## src/rtl/serialtx_arb.sv

```systemverilog
`default_nettype none
// ============================================================================
// Module   : serialtx_arb
// Purpose  : Round-robin arbiter sharing one serial transmitter between NREQ
//            byte-stream requesters. Acts as the single pipelined-Wishbone
//            master of the transmitter: latches the granted byte, issues one
//            write, waits for the ack, then re-arbitrates.
// Ports    : clk, rst_n (sync, active-low)
//            req_valid/req_data/req_last in, req_ready out (per requester)
//            wb_cyc/wb_stb/wb_we/wb_addr/wb_data_w out, wb_ack/wb_stall in
//            grant_id (last accepted requester), busy (FSM not idle)
// Options  : `define SERIALTX_ARB_PKTLOCK_EN to keep a packet (bytes up to and
//            including req_last=1) from one requester together on the line.
// Revision : 1.0 - initial release
// ============================================================================
module serialtx_arb #(
  parameter int  NREQ  = 4,
  parameter int  FRAME = 8,
  localparam int IW    = $clog2(NREQ)
) (
  input  logic                  clk,
  input  logic                  rst_n,
  input  logic [NREQ-1:0]       req_valid,
  input  logic [NREQ*FRAME-1:0] req_data,
  input  logic [NREQ-1:0]       req_last,
  output logic [NREQ-1:0]       req_ready,
  output logic                  wb_cyc,
  output logic                  wb_stb,
  output logic                  wb_we,
  output logic [31:0]           wb_addr,
  output logic [FRAME-1:0]      wb_data_w,
  input  logic                  wb_ack,
  input  logic                  wb_stall,
  output logic [IW-1:0]         grant_id,
  output logic                  busy
);

  typedef enum logic [1:0] {
    S_IDLE = 2'd0,
    S_REQ  = 2'd1,
    S_WAIT = 2'd2
  } state_t;

  state_t           state_q;
  logic             cyc_q;
  logic             stb_q;
  logic             busy_q;
  logic [FRAME-1:0] data_q;
  logic [IW-1:0]    grant_id_q;

  logic [NREQ-1:0]  w_elig;
  logic             w_found;
  logic [IW-1:0]    w_idx;
  int unsigned      w_cand;

`ifdef SERIALTX_ARB_PKTLOCK_EN
  // While a packet is in progress only its owner (the last granted index)
  // may be served.
  logic lock_q;
  assign w_elig = lock_q ? (req_valid & (NREQ'(1) << grant_id_q)) : req_valid;
`else
  logic w_unused_last;
  assign w_unused_last = ^req_last;
  assign w_elig        = req_valid;
`endif

  // Search upward from the requester after the last grant, wrapping at NREQ.
  // The explicit subtract keeps the wrap correct for non-power-of-2 NREQ.
  always_comb begin
    w_found = 1'b0;
    w_idx   = '0;
    w_cand  = 0;
    for (int k = 0; k < NREQ; k++) begin
      w_cand = 32'(grant_id_q) + 32'(k) + 32'd1;
      if (w_cand >= 32'(NREQ)) begin
        w_cand = w_cand - 32'(NREQ);
      end
      if (!w_found && w_elig[w_cand[IW-1:0]]) begin
        w_found = 1'b1;
        w_idx   = w_cand[IW-1:0];
      end
    end
  end

  // Ready depends only on state and requester inputs, never on wb_* inputs.
  // Gated by rst_n so nothing is accepted while reset is held.
  assign req_ready = (rst_n && (state_q == S_IDLE) && w_found)
                   ? (NREQ'(1) << w_idx) : '0;

  always_ff @(posedge clk) begin
    if (!rst_n) begin
      state_q    <= S_IDLE;
      cyc_q      <= 1'b0;
      stb_q      <= 1'b0;
      busy_q     <= 1'b0;
      data_q     <= '0;
      grant_id_q <= IW'(NREQ - 1);
`ifdef SERIALTX_ARB_PKTLOCK_EN
      lock_q     <= 1'b0;
`endif
    end else begin
      case (state_q)
        S_IDLE: begin
          if (w_found) begin
            data_q     <= req_data[w_idx*FRAME +: FRAME];
            grant_id_q <= w_idx;
            state_q    <= S_REQ;
            cyc_q      <= 1'b1;
            stb_q      <= 1'b1;
            busy_q     <= 1'b1;
`ifdef SERIALTX_ARB_PKTLOCK_EN
            lock_q     <= !req_last[w_idx];
`endif
          end
        end
        S_REQ: begin
          // Hold the strobe and data for as long as the slave stalls.
          if (!wb_stall) begin
            state_q <= S_WAIT;
            stb_q   <= 1'b0;
          end
        end
        S_WAIT: begin
          if (wb_ack) begin
            state_q <= S_IDLE;
            cyc_q   <= 1'b0;
            busy_q  <= 1'b0;
          end
        end
        default: begin
          state_q <= S_IDLE;
          cyc_q   <= 1'b0;
          stb_q   <= 1'b0;
          busy_q  <= 1'b0;
        end
      endcase
    end
  end

  assign wb_cyc    = cyc_q;
  assign wb_stb    = stb_q;
  assign wb_we     = stb_q;
  assign wb_addr   = 32'd0;
  assign wb_data_w = data_q;
  assign grant_id  = grant_id_q;
  assign busy      = busy_q;

endmodule
`default_nettype wire

```

## config.mk

```make
export PLATFORM = sky130hd
export DESIGN_NAME = serialtx_arb
export DESIGN_NICKNAME = d
export VERILOG_FILES = /design/src/rtl/serialtx_arb.sv
export SDC_FILE = /design/constraint.sdc
export NUM_CORES = 1
export LEC_CHECK = 0
export ABC_AREA = 1
export CAP_MARGIN = 10
export CORE_AREA = 2 2 67 69
export DETAILED_ROUTE_END_ITERATION = 16
export DIE_AREA = 0 0 69 71
export PLACE_DENSITY_LB_ADDON = 0.25
export RECOVER_POWER = 50
export SLEW_MARGIN = 20
export SYNTH_ARGS = -nofsm -noshare
export SYNTH_HDL_FRONTEND = slang
export SYNTH_SLANG_ARGS = --single-unit
```

## constraint.sdc

```tcl
create_clock -name clk -period 2.2 [get_ports clk]
set_input_delay 0.33 -clock clk [delete_from_list [all_inputs] [get_ports clk]]
set_output_delay 0.33 -clock clk [all_outputs]
set_load 0.005 [all_outputs]
```

=== After elaboration in Yosys (flattened, before gate mapping) ===
Index checks and enable logic that the tools add are counted.

* Bits of input ports: 44
* Bits in registers: 14

* Reduce and logical (&&, ||, !) cells: 13
* Add/subtract/negate cells: 10
* Bitwise gates (word level): 2
* $lt $le $gt $ge: 8
* Eq/ne operators: 5
* Shift-type cells: 2
* Mux-type cells: 30

{| class="wikitable"
|+ Operator list
! kind !! count
|-
| indexed part select 32 x 6 -> 8 bit || 1
|-
| 2-to-1 mux 2 bit || 11
|-
| adder 3 x 1 -> 4 bit (second input constant) || 3
|-
| greater-or-equal comparator 4 x 3 -> 1 bit (second input constant) || 3
|-
| < comparator 2 x 3 -> 1 bit (second input constant) || 4
|-
| 2-to-1 mux 1 bit || 11
|-
| AND reduction 3 bit || 3
|-
| binary-select mux 1 bit (select 2 bit) || 4
|-
| subtractor 2 x 1 -> 2 bit (second input constant) || 4
|-
| adder 2 x 2 -> 3 bit (second input constant) || 2
|-
| != test 2 bit (second input constant) || 3
|-
| case mux 1 bit (3 select lines) || 2
|-
| case mux 2 bit (3 select lines) || 1
|-
| logical AND 1 bit || 5
|-
| 2-to-1 mux 4 bit || 1
|-
| left shift 1 x 2 -> 4 bit (first input constant) || 1
|-
| adder 2 x 1 -> 3 bit (second input constant) || 1
|-
| greater-or-equal comparator 3 bit (second input constant) || 1
|-
| logical NOT 1 bit || 3
|-
| equality test 2 x 1 -> 1 bit (second input constant) || 1
|-
| equality test 2 bit (second input constant) || 1
|-
| logical NOT 2 bit || 1
|-
| inverter 1 bit || 2
|-
| AND reduction 2 bit || 1
|}

=== Depth between registers and ports, before layout ===
* Depth in word-level cells: 17
* Mapped depth: 17
* Gate-level depth less buffers: 16

=== Least setup slack after synthesis ===
Ideal clock, no wire load.

* Path kind: reg-to-output
* Start point: register grant_id_q[0], in the netlist grant_id[0]
* End point: output port req_ready[2]
* Cell stages (with the launch flop): 13
* Path buffers: 2
* Path slack: 0.326 ns
* Arrival: 1.544 ns
* Cells stage by stage: dfxtp_1 > buf_6 > inv_12 > nand2_4 > nand2_2 > nand2_2 > nand2_2 > nor2_4 > nand3_4 > nand2_4 > nand2_4 > buf_6 > nor3_1

* Cells in the longest elaborated chain, start to end: 17
* Elaborated cells on any way between the ends: 43
* Classes of those cells: add/sub (10); order compare (4); shift (1); mux (21); reduce/logical (7)

{| class="wikitable"
|+ RTL lines
! what !! RTL line !! text
|-
| from (decl) || 49 || <nowiki>logic [IW-1:0] grant_id_q;</nowiki>
|-
| from (signal assigned) || 97 || <nowiki>grant_id_q <= IW'(NREQ - 1);</nowiki>
|-
| from (signal assigned) || 106 || <nowiki>grant_id_q <= w_idx;</nowiki>
|-
| parallel branches: the longest is 16 deep, another holds adder 3 x 1 -> 4 bit || - ||
|-
| 2-to-1 mux 4 bit * || 88 || <nowiki>? (NREQ'(1) << w_idx) : '0;</nowiki>
|-
| to (decl) || 26 || <nowiki>output logic [NREQ-1:0] req_ready,</nowiki>
|}

Every way passes the cells marked *. The select of a mux whose other input is x is not followed.

=== Worst setup path in the final report ===
* Start point: register grant_id_q[0], in the netlist grant_id[0]
* End point: output port req_ready[0]

The elaborated chain is that of the path after synthesis.

==> impl_metrics.env <==
export IMPL_violations="negative setup slack"
export IMPL_synth_area_leader_cell="dfxtp_1"
export IMPL_gr_total_overflow=0
export IMPL_postCtsHoldBufs=0
export IMPL_place_congestion=0.751
export IMPL_fin_cells=355
export IMPL_drt_iter0_markers=23
export IMPL_reg2reg_depth=18
export IMPL_ant_nets=0
export IMPL_synth_mux_area_frac=0
export IMPL_postLayoutCoreUtil=0.559
export IMPL_diodes=0
export IMPL_rrSetupSlack_ps=110
export IMPL_synth_cell_types=27
export IMPL_cpMaxStageDelayCell="dfxtp_4"
export IMPL_yosys_area_share_simple=0.489
export IMPL_syn_avg_cell_area_um2=6.88
export IMPL_end_kind="output pin"
export IMPL_use_met2=0.281
export IMPL_peakVddDrop_v=0.000723
export IMPL_hold_path_startpoint="wb_stb"
export IMPL_wl_per_cell_um=10.6
export IMPL_fin_ws_ps=-39.2
export IMPL_setup_tns_ps=-60.0
export IMPL_drc=0
export IMPL_max_clock_freq_mhz=447
export IMPL_placedCellCount=341
export IMPL_cts_root_buf="clkbuf_8"
export IMPL_fin_area_um2=2350
export IMPL_htree_levels=1
export IMPL_met1_usage=0.176
export IMPL_via_per_inst=4.44
export IMPL_syn_to_final_growth_pct=55.4
export IMPL_io_pin_count=94
export IMPL_maxCapViolCount=0
export IMPL_critPathMaxFanout=8
export IMPL_place_ws_ps=-517
export IMPL_grtUsageMet3=0.0484
export IMPL_grt_first_pass_wirelength_mm=6.15
export IMPL_top_usage_layer="met2"
export IMPL_crit_arrival_ps=1910
export IMPL_cts_tree="yes"
export IMPL_synth_compound_gate_area_share=0.0571
export IMPL_crit_buf_inv=4
export IMPL_r2r_start="grant_id[0]"
export IMPL_critical_path_top_delay_family="simple AND/OR/NAND/NOR gates"
export IMPL_status="finished, violations left"
export IMPL_hold_class="reg -> reg"
export IMPL_synthArstFlopShare=0
export IMPL_cts_buffer_depth=2
export IMPL_rsz0062_at_grt="true"
export IMPL_period_share=1.02
export IMPL_slew_viol_final=0
export IMPL_clkTransAtPathRegs_ps=50
export IMPL_synthTopCellsByCount="36 x buf_4, 36 x nand3_1, 33 x nand2_1, 19 x nor2_1"
export IMPL_numCtsBuffers=3
export IMPL_grt_max_degree=18
export IMPL_critPathMaxStageDelay_ps=390
export IMPL_dr_pass1_iters=4
export IMPL_ys_top_cells_by_area="dfxtp_1 19%, buf_4 18%, nand3_1 12%"
export IMPL_wirelength_mm=3.76
export IMPL_placed_cell_area_um2=2130
export IMPL_period_needed_ps=2240
export IMPL_synth_seq_cells=14
export IMPL_cp_depth=13
export IMPL_start_kind="flip-flop"
export IMPL_min_to="wb_stb"
export IMPL_start_util=0.360
export IMPL_ys_seq_area_frac=0.185
export IMPL_row_count=24
export IMPL_clkSinkCount=14
export IMPL_setup_viol_count_final=2
export IMPL_crit_type="reg -> out"
export IMPL_grt_usage=0.151
export IMPL_first_global_vias=1421
export IMPL_power_density_nw_per_um2=1580
export IMPL_die_w_um=69
export IMPL_finalHoldViolations=0
export IMPL_cp_required_ps=1870
export IMPL_fin_worst_skew_ps=8.09
export IMPL_syn_inst=220
export IMPL_fp_coreArea_um2=4200
export IMPL_yosysWarnings=0
export IMPL_synth_edff_count=0
export IMPL_ys_flop_type="dfxtp_1"
export IMPL_holdPathStages=2
export IMPL_drive_above_1_share=0.307
export IMPL_io_buffers=57
export IMPL_r2r_end="wb_data_w[0]"
export IMPL_route_vias_total=1576
export IMPL_dpl_hpwl_mm=2.95
export IMPL_die_h_um=71
export IMPL_clkLatencyLatePin_ps=250
export IMPL_antenna_found_initial=0
export IMPL_synth_top_family_by_area="simple AND/OR/NAND/NOR gates"
export IMPL_synth_fa_ha_area_frac=0
export IMPL_leakage_uw=0.00119
export IMPL_nets=348
export IMPL_fp_dieArea_um2=4900
export IMPL_worstPathCellList="buf_12 -> inv_12 -> nand2_4 -> nand2_2 -> nand2_2 -> nand2_2 -> nor2_4 -> nand3_4 -> buf_6 -> nand2_4 -> nand2_4 -> nor3_4 -> buf_2"
export IMPL_synth_top_area_share=0.185
export IMPL_syn_area_um2=1510
export IMPL_synth_xor_area_frac=0
[placed cells by master, fill, tap and decap left out, types with 2 or more instances in the layout]
cell type,n
conb_1,32
nor3_4,2
nand3_1,35
o21ai_0,8
dlygate4sd3_1,12
dfxtp_1,13
inv_2,7
buf_6,4
o21ai_1,2
a21oi_1,4
nand4_1,8
buf_4,27
inv_1,8
clkdlybuf4s50_1,37
nand2_2,10
nand2_4,19
nor2_4,2
nor2_1,19
dlygate4sd2_1,4
clkbuf_8,4
nand2_1,27
nand3_2,3
buf_2,4
or2_2,2
[worst register-to-register path, delay by kind of cell, from the launching register on]
family                 cells  cell delay, ps
buffers and inverters      6             690
AND/OR/NAND/NOR           12             910
flip-flops                 1             390
[state kept, by name (all words and copies together), names as in the netlist]
register,flops
wb_data_w,8
wb_stb,1
busy,1
grant_id,2
state_q,2
[how the worst max path moves through the flow]
stage	slack, ps	startpoint	end
final	-40	grant_id[0]	req_ready[0]
after global routing	-110	grant_id[0]	req_ready[2]
after CTS	-50	grant_id[0]	req_ready[0]
after detailed placement	-520	req_valid[1]	req_ready[0]
after global placement	-530	req_valid[2]	req_ready[2]
after floorplan	330	grant_id[0]	req_ready[2]
[power by group]
part	internal (uW)	switching [uW]	leakage (uW)
combinational	1420	1620	0.00104
clock	158	91.8	0.0000288
sequential	364	66.4	0.000117
[metrics by stage]
stage / power [uW] / hold WS [ps]
after global routing: 4070 / 503
after global placement: 3050 / 466
after CTS: 3640 / 478
after detailed placement: 3070 / 470
after floorplan: 2240 / 472
final: 3720 / 467
[repair_timing]
action                                  4_1_cts  5_1_grt
buffers inserted                              6        3
pin swaps                                    12        7
endpoints found under the setup margin        4        4
gates resized for setup                      37        8
gates cloned                                  1        0
[logic make-up (layout without fill, tap and decap cells)]
family / count (synthesis) / in the layout
DFF: 14 / 14
buffers and inverters: 59 / 111
AOI/OAI and AO/OA: 16 / 16
other: 1 / 32
and+or+nand+nor: 130 / 130
[metal layers]
layer  vias up  routed length [um]
li1        820                   -
met1       699                1580
met2        57                1920
met3         0                 257
met4         0                   0
met5         -                   0
[area by class of cell]
cell class                 instances  area (um2)
multi-input combinational        178        1030
timing repair buffer              90         841
inverter                          17        78.8
sequential                        14         284
tap                               52        65.1
fill                             415        1850
clock buffer                       4        55.1
Note: power is estimated with default switching activity, not from simulation.
